==> config.mk <==
export PLATFORM = sky130hd
export DESIGN_NAME = seg_scan_decoder
export DESIGN_NICKNAME = d
export VERILOG_FILES = /design/src/rtl/seg_scan_decoder.sv
export SDC_FILE = /design/constraint.sdc
export NUM_CORES = 1
export LEC_CHECK = 0
export CAP_MARGIN = 20
export CORE_MARGIN = 4
export CORE_UTILIZATION = 30
export DETAILED_ROUTE_END_ITERATION = 7
export HOLD_SLACK_MARGIN = 0.1
export PLACE_DENSITY_LB_ADDON = 0.08
export REMOVE_ABC_BUFFERS = 1
export SLEW_MARGIN = 30
export SYNTH_ARGS = -nofsm -noshare
export SYNTH_HDL_FRONTEND = slang
export SYNTH_SLANG_ARGS = --single-unit
==> constraint.sdc <==
create_clock -name clk -period 4.5 [get_ports clk]
set_input_delay 0.45 -clock clk [delete_from_list [all_inputs] [get_ports clk]]
set_output_delay 0.45 -clock clk [all_outputs]
set_load 0.01 [all_outputs]
==> src/rtl/seg_scan_decoder.sv <==
// Receive-side decoder for a multiplexed active-low 7-segment scan bus.
// Qualifies each digit dwell for stability and rebuilds the hex word with a frame strobe.
module seg_scan_decoder #(
  parameter int DIGITS        = 8,
  parameter int STABLE_CYCLES = 4
) (
  input  logic                  clk,
  input  logic                  rst,
  input  logic [7:0]            seg_in,
  input  logic [DIGITS-1:0]     an_in,
  output logic [4*DIGITS-1:0]   word_out,
  output logic [DIGITS-1:0]     dp_out,
  output logic [DIGITS-1:0]     blank_out,
  output logic                  frame_valid,
  output logic                  err_pattern,
  output logic                  err_anode
);

  localparam int W = 4 * DIGITS;

  logic [DIGITS-1:0] an_r_q, an_r_d;
  logic [7:0]        seg_r_q, seg_r_d;
  logic [7:0]        cnt_q, cnt_d;
  logic [DIGITS-1:0] seen_q, seen_d;
  logic [W-1:0]      word_sh_q, word_sh_d;
  logic [DIGITS-1:0] dp_sh_q, dp_sh_d;
  logic [DIGITS-1:0] blank_sh_q, blank_sh_d;
  logic [W-1:0]      word_out_q, word_out_d;
  logic [DIGITS-1:0] dp_out_q, dp_out_d;
  logic [DIGITS-1:0] blank_out_q, blank_out_d;
  logic              frame_valid_q, frame_valid_d;
  logic              err_pattern_q, err_pattern_d;
  logic              err_anode_q, err_anode_d;

  logic [DIGITS-1:0] an_low;
  logic [DIGITS-1:0] seen_upd;
  logic              multi_low, one_low, match, capture, frame_done;
  logic [3:0]        nib;
  logic              recognised, blank_pat;

  // Segment pattern to nibble; unknown patterns decode as 0 and are flagged.
  always_comb begin
    nib        = 4'h0;
    recognised = 1'b1;
    blank_pat  = 1'b0;
    case (seg_in[6:0])
      7'h40: nib = 4'h0;
      7'h79: nib = 4'h1;
      7'h24: nib = 4'h2;
      7'h30: nib = 4'h3;
      7'h19: nib = 4'h4;
      7'h12: nib = 4'h5;
      7'h02: nib = 4'h6;
      7'h78: nib = 4'h7;
      7'h00: nib = 4'h8;
      7'h18: nib = 4'h9;
      7'h08: nib = 4'hA;
      7'h03: nib = 4'hB;
      7'h46: nib = 4'hC;
      7'h21: nib = 4'hD;
      7'h06: nib = 4'hE;
      7'h0E: nib = 4'hF;
      7'h7F: blank_pat = 1'b1;
      default: recognised = 1'b0;
    endcase
  end

  always_comb begin
    an_low    = ~an_in;
    multi_low = (an_low & (an_low - DIGITS'(1))) != '0;
    one_low   = (an_low != '0) && !multi_low;
    match     = (an_in == an_r_q) && (seg_in == seg_r_q);
    capture   = match && one_low && (cnt_q == 8'(STABLE_CYCLES - 1));
    seen_upd  = seen_q | an_low;
    frame_done = capture && (&seen_upd);

    an_r_d  = an_in;
    seg_r_d = seg_in;

    // Blanking and multi-anode cycles break a dwell just like a mismatch.
    if (!match || !one_low)
      cnt_d = 8'd0;
    else if (cnt_q != 8'(STABLE_CYCLES))
      cnt_d = cnt_q + 8'd1;
    else
      cnt_d = cnt_q;

    word_sh_d  = word_sh_q;
    dp_sh_d    = dp_sh_q;
    blank_sh_d = blank_sh_q;
    if (capture) begin
      for (int i = 0; i < DIGITS; i++) begin
        if (an_low[i]) begin
          word_sh_d[4*i +: 4] = nib;
          dp_sh_d[i]          = ~seg_in[7];
          blank_sh_d[i]       = blank_pat;
        end
      end
    end

    if (frame_done)
      seen_d = '0;
    else if (capture)
      seen_d = seen_upd;
    else
      seen_d = seen_q;

    word_out_d    = frame_done ? word_sh_d  : word_out_q;
    dp_out_d      = frame_done ? dp_sh_d    : dp_out_q;
    blank_out_d   = frame_done ? blank_sh_d : blank_out_q;
    frame_valid_d = frame_done;
    err_pattern_d = capture && !recognised;
    err_anode_d   = multi_low;
  end

  always_ff @(posedge clk) begin
    if (rst) begin
      an_r_q        <= '0;
      seg_r_q       <= '0;
      cnt_q         <= '0;
      seen_q        <= '0;
      word_sh_q     <= '0;
      dp_sh_q       <= '0;
      blank_sh_q    <= '0;
      word_out_q    <= '0;
      dp_out_q      <= '0;
      blank_out_q   <= '0;
      frame_valid_q <= 1'b0;
      err_pattern_q <= 1'b0;
      err_anode_q   <= 1'b0;
    end else begin
      an_r_q        <= an_r_d;
      seg_r_q       <= seg_r_d;
      cnt_q         <= cnt_d;
      seen_q        <= seen_d;
      word_sh_q     <= word_sh_d;
      dp_sh_q       <= dp_sh_d;
      blank_sh_q    <= blank_sh_d;
      word_out_q    <= word_out_d;
      dp_out_q      <= dp_out_d;
      blank_out_q   <= blank_out_d;
      frame_valid_q <= frame_valid_d;
      err_pattern_q <= err_pattern_d;
      err_anode_q   <= err_anode_d;
    end
  end

  assign word_out    = word_out_q;
  assign dp_out      = dp_out_q;
  assign blank_out   = blank_out_q;
  assign frame_valid = frame_valid_q;
  assign err_pattern = err_pattern_q;
  assign err_anode   = err_anode_q;

endmodule

==> flow_summary.ini, run 1 <==
[sta]
final.setup_skew_ps = 9.56
period_minus_slack_ps = 3260
hold_viol = 0
hold_ws_ps = 469
tns_ps = 0
fmax_mhz = 307
rsz0062_at_grt = no
finalCritPeriodShare_pct = 72.5
worst_pin_slew_ps = 946
setup_slack_ps = 1240
setup_viol = 0
maxSlewViolCount = 0
slew_headroom_pct = 36.9

[routing]
wl_um = 14200
wl_per_cell_um = 16.7
ant_nets = 0
drc_errors = 0
drt_iter0_markers = 184
via_per_inst = 4.80
vias = 4078
dr.pass1.iters = 4

[power_and_ir_drop]
p_leak_nw = 2.32
finalPower_mw = 2.82
power_density_mw_per_mm2 = 401
ir_drop_uv = 269

[critical_path]
setup.worst_path.start_class = input port
crit_family = compound AO/OA/AOI/OAI gates
worstPathCellList = clkdlybuf4s50_1 > xor2_1 > nor4_1 > nand4_1 > buf_4 > a2111oi_4 > mux2i_1 > o22ai_1
cp_data_arrival_time_ps = 3530
cp.required_ps = 4770
critical_path_class = in2reg
path_max_fanout = 15
endpoint_kind = flip-flop
max_stage_delay_ps = 840
path_buf_inv = 2
timing.critical_path.slowest_stage_cell = a2111oi_4

[final_layout]
synthToLayoutAreaGrowth_pct = 28.8
final_area_mm2 = 0.00704
nets = 627
n_antenna_cell = 0
fin_cells = 849
drive_gt1_share_pct = 12.9
final_util_pct = 39.2

[placed_design]
post-place-ws_ps = 712
dpl_cell_area_mm2 = 0.00638
io_buffers = 68
gp_congestion = 0.763
numPlacedInstances = 817
hpwl_um = 9210

[die]
die_h_um = 143
initial_core_util_pct = 30.4
ios = 69
die_w_um = 143
fp-row-count = 49
dieArea_mm2 = 0.0204
coreArea_mm2 = 0.0180

[synth]
ys_warn_count = 0
yosys.area.top_type = dfxtp_1
ys_types = 53
synth_edf_count = 0
postSynth.asyncResetShare_pct = 0
synthesis.area_mm2 = 0.00547
synth_ff_type = dfxtp_1
avgSynthCellArea_um2 = 9.99
yosysSeqAreaShare_pct = 48.0
synth_top_cell_area_share_pct = 48.0
synthCells = 547
synthTopCellsByArea = dfxtp_1 48%, mux2i_1 8.8%, nor2_1 6.5%, o22ai_1 4.3%, a2111oi_4 4.0%
ys_seq_elements = 131

[cts]
clk_pin_slew_ps = 60
clock_latency_ps = 420
cts.repair.resized = 0
cts_buffers = 17
cts_tree = yes
post-cts-setup-buffers = 0
cts_root_buffer = clkbuf_16
cts_buffer_depth = 2
clock_sinks = 131
cts_hold_buf = 0
ctsHtreeMaxLevel = 4

[global_routing]
grt_pass1_wl_um = 22800
grt_max_degree = 60
overflow = 0
grt_usage_pct = 14.3
grt_pass1_vias = 4121
antenna_found_initial = 0

[hold_path]
hold_class = reg2reg

[flow_run]
cap_violations = 0

[status]
status = finished clean
==> sequential cells by signal, summed over array words and instances, names as in the netlist <==
signal / cells
err_anode: 1
an_r_q: 8
word_out: 32
word_sh_q: 32
dp_out: 8
seen_q: 8
blank_out: 8
frame_valid: 1
dp_sh_q: 8
err_pattern: 1
blank_sh_q: 8
seg_r_q: 8
cnt_q: 8
==> worst paths after layout <==
path	slack, ps	from	to	cells past startpoint
worst min-delay path	470	seen_q[7]$_SDFFE_PP0N_	seen_q[7]$_SDFFE_PP0N_	1
worst max-delay path	1240	seg_in[6]	word_out[11]$_SDFFE_PP0P_	8
worst min register to register	470	seen_q[7]$_SDFFE_PP0N_	seen_q[7]$_SDFFE_PP0N_	1
worst max register to register	1680	cnt_q[3]$_SDFFE_PP0P_	word_out[11]$_SDFFE_PP0P_	7
==> metal layers <==
layer | GRT usage [%] | vias up | share of wire (%)
met2 | 21.8 | 82 | 45
met5 | 0 | - | 0
li1 | - | 2040 | -
met3 | 3.42 | 17 | 4.2
met1 | 19.7 | 1939 | 49
met4 | 5.70 | 0 | 1.8
==> cell usage in the layout (no fill, tap or decap), types with 4 or more instances in the layout <==
cell,instances
mux2i_1,48
nor2b_1,9
a21oi_1,4
nand2_1,11
xor2_1,22
xnor2_1,4
nor3_1,4
nand2b_1,35
inv_1,10
nor4_1,8
nor2_1,94
a2111oi_4,9
bufinv_16,5
clkinvlp_4,5
o22ai_1,38
dfxtp_1,131
nand3_1,9
buf_4,14
a211oi_2,16
clkdlybuf4s50_1,67
clkbuf_16,17
o21a_1,8
==> worst register-to-register path, stage by stage (launching register included) <==
cell       delay (ps)
dfxtp_1           340
or4_1             520
nor2_1            170
nand3b_1          100
buf_4             230
a2111oi_4         890
mux2i_1           340
o22ai_1           110
==> Yosys cell counts, types with 9 or more instances <==
library cell and instances:
a211oi_2 16, o22ai_1 38, nor4_1 9, mux2i_1 48, clkbuf_1 24, nor2b_1 9
xor2_1 22, buf_2 11, nand2_1 11, nor2_1 94, nand2b_1 35, inv_1 10
dfxtp_1 131, nand3_1 9
==> cells by family (layout without fill, tap and decap cells) <==
logic type	after synthesis	in the layout	synth area share (%)
XOR/XNOR	26	26	4.17
flip-flops	131	131	48.0
multiplexers	48	48	8.79
AND/OR/NAND/NOR	191	191	17.4
buffers and inverters	51	124	4.12
adder cells (fa/ha/maj)	3	3	0.641
AO/OA/AOI/OAI	97	97	16.9
==> cell type report <==
cell class              count  area, um^2
fillers                  1795       10900
inverters                  11        41.3
flip-flops and latches    131        2620
repair buffers             81         776
well taps                 229         287
clock inverters            13         206
clock buffers              19         453
multi-input cells         365        2660
==> report_power, final <==
part           internal [mW]  leakage (nW)  switching [mW]  total [mW]
registers               1.17          1.06         0.00316        1.17
clock network           1.01         0.307           0.522        1.53
logic                 0.0449         0.953          0.0752       0.120
No activity file was read; power rests on OpenSTA's default activity.
==> run 2: changes to the inputs <==
- clock period: 4.5 -> 2.8 ns (I/O delays scaled with it)
==> flow_summary.ini, run 2 (synthesis results as in run 1) <==
[power_and_ir_drop]
p_leak_nw = 2.53
pwr-share-clk_pct = 50.4
pwr-share-seq_pct = 44.3
p_sw_mw = 1.03
power_frac_comb_pct = 5.3
finalPower_mw = 4.25
ir_drop_uv = 442
power.internal_mw = 3.22
switching_share_pct = 24.2
power_density_mw_per_mm2 = 574

[global_routing]
grt_usage_pct = 14.6
grt_pass1_wl_um = 23200
overflow = 0
grt_max_degree = 48
grt_pass1_vias = 4446
antenna_found_initial = 0

[sta]
rsz0062_at_grt = no
finalCritPeriodShare_pct = 89.2
worst_pin_slew_ps = 582
hold_viol = 0
final.setup_skew_ps = 8.88
period_minus_slack_ps = 2500
setup_viol = 0
maxSlewViolCount = 0
fmax_mhz = 400
slew_headroom_pct = 61.2

[final_layout]
fin_cells = 893
final_cell_mix = 131 x dfxtp_1, 94 x nor2_1, 67 x clkdlybuf4s50_1, 48 x mux2i_1, 48 x buf_4
synthToLayoutAreaGrowth_pct = 35.3
nets = 671
layout_commonest_cell = dfxtp_1
n_fill_cell = 1759
n_antenna_cell = 0
drive_gt1_share_pct = 18.5

[die]
dieArea_mm2 = 0.0204
ios = 69
die_w_um = 143
fp-row-count = 49
initial_core_util_pct = 30.4
coreArea_mm2 = 0.0180
die_h_um = 143

[placed_design]
io_buffers = 68
hpwl_um = 9590
numPlacedInstances = 861
gp_congestion = 0.850

[cts]
clock_latency_ps = 420
clock_sinks = 131
cts.repair.resized = 0
cts_hold_buf = 0
cts_tree = yes
cts_root_buffer = clkbuf_16
cts_buffer_depth = 2
clk_pin_slew_ps = 60
ctsHtreeMaxLevel = 4
post-cts-setup-buffers = 0
cts_buffers = 17

[routing]
wl_per_cell_um = 15.7
via_per_inst = 4.71
dr.pass1.iters = 4
wl_um = 14000
vias = 4210
drt_iter0_markers = 256
ant_nets = 0
drc_errors = 0

[critical_path]
cp_data_arrival_time_ps = 2810
cp.required_ps = 3110
endpoint_kind = flip-flop
path_max_fanout = 19
critical_path_class = reg2reg
setup.worst_path.start_class = flip-flop

[status]
status = finished clean

[hold_path]
hold_class = in2reg

[flow_run]
cap_violations = 0
-- run 2: changes by cell type in the layout (fill, tap and decap cells not counted), moves of 2 or more --
cell	before	now
buf_12	0	10
buf_4	14	48
bufinv_16	5	1
clkbuf_8	2	0
clkinv_4	1	3
inv_6	0	5
-- run 2: metal layers --
layer  share of wire (%)  global-route usage (%)
met1                  49                    18.9
met2                  45                    22.8
met3                 3.7                    3.75
met4                 2.5                    6.40
met5                   0                       0
-- run 2: area by class of cell --
type / count / area [um^2] / area share, %
clock buffer: 17 / 425 / 5.75
clock inverter: 15 / 146 / 1.98
inverter: 11 / 41.3 / 0.558
multi-input combinational: 365 / 2640 / 35.7
sequential: 131 / 2620 / 35.5
tap: 229 / 287 / 3.87
timing repair buffer: 125 / 1230 / 16.6
-- run 2: critical path: stages (launching register included) --
cell and delay, ps:
dfxtp_1 340, or4_1 510, nor2_1 170, nand3b_1 100, buf_4 220, a2111oi_4 390
buf_4 210, buf_12 160, nor2_1 130, o21a_1 170
-- run 2: through the flow --
stage | setup slack, ps | hold slack (ps) | setup TNS, ps | utilization, % | instance area (um^2)
3_3_place_gp | -83.8 | 464 | -720 | 38.0 | 6820
5_1_grt | 108 | 352 | 0 | 41.2 | 7390
3_5_place_dp | -134 | 463 | -3890 | 38.0 | 6820
6_report | 302 | 346 | 0 | 41.2 | 7390
2_1_floorplan | -4580 | 345 | -275400 | - | 5280
4_1_cts | 283 | 323 | 0 | 41.2 | 7390
-- run 2: power groups by stage --
stage | Sequential [mW] | Clock (mW) | Combinational, mW
floorplan | 1.92 | 0 | 0.0788
global route | 1.88 | 2.28 | 0.249
finish | 1.88 | 2.14 | 0.226
CTS | 1.88 | 2.20 | 0.227
global placement | 1.92 | 0 | 0.224
detailed placement | 1.92 | 0 | 0.226
-- run 2: path summary, 6_finish.rpt --
kind | from | depth (start not counted) | end | slack, ps
setup reg to reg | cnt_q[3]$_SDFFE_PP0P_ | 9 | seen_q[7]$_SDFFE_PP0N_ | 300
hold reg to reg | seen_q[2]$_SDFFE_PP0N_ | 1 | seen_q[2]$_SDFFE_PP0N_ | 470
setup / recovery | cnt_q[3]$_SDFFE_PP0P_ | 9 | seen_q[7]$_SDFFE_PP0N_ | 300
hold / removal | rst | 2 | dp_sh_q[6]$_SDFF_PP0_ | 350
==> run 3: changes to the inputs <==
- RECOVER_POWER: unset -> 25
==> flow_summary.ini, run 3 (synthesis results as in run 1) <==
[status]
status = finished clean

[cts]
clock_latency_ps = 420
cts_tree = yes
cts.repair.resized = 0
cts_root_buffer = clkbuf_16
ctsHtreeMaxLevel = 4
cts_hold_buf = 0
clock_sinks = 131
cts_buffer_depth = 2
post-cts-setup-buffers = 0
cts_buffers = 17
clk_pin_slew_ps = 60

[die]
ios = 69
coreArea_mm2 = 0.0180
dieArea_mm2 = 0.0204
initial_core_util_pct = 30.4
fp-row-count = 49
die_h_um = 143
die_w_um = 143

[sta]
setup_slack_ps = 271
fmax_mhz = 395
slew_headroom_pct = 25.1
finalCritPeriodShare_pct = 90.3
setup_viol = 0
maxSlewViolCount = 0
hold_ws_ps = 472
final.setup_skew_ps = 8.92
tns_ps = 0
rsz0062_at_grt = no
period_minus_slack_ps = 2530
hold_viol = 0
worst_pin_slew_ps = 1120

[placed_design]
io_buffers = 68
post-place-ws_ps = -134
gp_congestion = 0.850
hpwl_um = 9590

[routing]
via_per_inst = 4.72
ant_nets = 0
drc_errors = 0
wl_um = 14000
drt_iter0_markers = 255
vias = 4211
wl_per_cell_um = 15.7
dr.pass1.iters = 4

[critical_path]
path_max_fanout = 19
max_stage_delay_ps = 510
endpoint_kind = flip-flop
path_buf_inv = 3
critical_path_class = reg2reg
cp.required_ps = 3110
setup.worst_path.start_class = flip-flop
worstPathCellList = or4_1 > nor2_1 > nand3b_1 > buf_4 > a2111oi_4 > buf_4 > buf_12 > nor2_1 > o21a_1
timing.critical_path.slowest_stage_cell = or4_1
cp_data_arrival_time_ps = 2840
crit_family = simple AND/OR/NAND/NOR gates

[global_routing]
grt_pass1_vias = 4446
grt_pass1_wl_um = 23200
grt_max_degree = 48
grt_usage_pct = 14.6
overflow = 0
antenna_found_initial = 0

[final_layout]
drive_gt1_share_pct = 18.4
n_fill_cell = 1760
synthToLayoutAreaGrowth_pct = 35.2
n_antenna_cell = 0
layout_commonest_cell = dfxtp_1
nets = 671
final_cell_mix = 131 x dfxtp_1, 94 x nor2_1, 48 x mux2i_1, 46 x buf_4

[power_and_ir_drop]
power_density_mw_per_mm2 = 574
p_leak_nw = 2.63
ir_drop_uv = 441

[hold_path]
hold_class = reg2reg

[flow_run]
cap_violations = 0
run 3: area by class of cell:
type                    instances  area, um^2  share of cell area [%]
multi-input cells             365        2640                    35.7
flip-flops and latches        131        2620                    35.5
repair buffers                125        1220                    16.6
clock buffers                  17         425                    5.76
well taps                     229         287                    3.88
clock inverters                15         146                    1.98
inverters                      11        41.3                   0.559
run 3: metal layers:
metal  share of wire [%]  global-route usage, %
met5                   0                      0
met4                 2.5                   6.40
met3                 3.6                   3.75
met2                  45                   22.8
met1                  49                   18.9
run 3: final timing paths:
kind                     startpoint                endpoint  slack, ps  cells after the start
max           cnt_q[3]$_SDFFE_PP0P_  seen_q[7]$_SDFFE_PP0N_        270                      9
min          seen_q[2]$_SDFFE_PP0N_  seen_q[2]$_SDFFE_PP0N_        470                      1
min reg2reg  seen_q[2]$_SDFFE_PP0N_  seen_q[2]$_SDFFE_PP0N_        470                      1
max reg2reg   cnt_q[3]$_SDFFE_PP0P_  seen_q[7]$_SDFFE_PP0N_        270                      9
run 3: per-stage QoR:
stage	cell area [um^2]	total power [mW]	util, %	instances
after floorplan	5280	2.00	-	507
after global placement	6820	2.15	38.0	861
after detailed placement	6820	2.15	38.0	861
after CTS	7390	4.31	41.2	893
after global routing	7390	4.41	41.1	893
final	7390	4.24	41.1	893
run 3: power breakdown:
part | leakage, nW | internal (mW) | switching, mW
Combinational | 1.30 | 0.0980 | 0.127
Clock | 0.269 | 1.24 | 0.897
Sequential | 1.06 | 1.88 | 0.00499
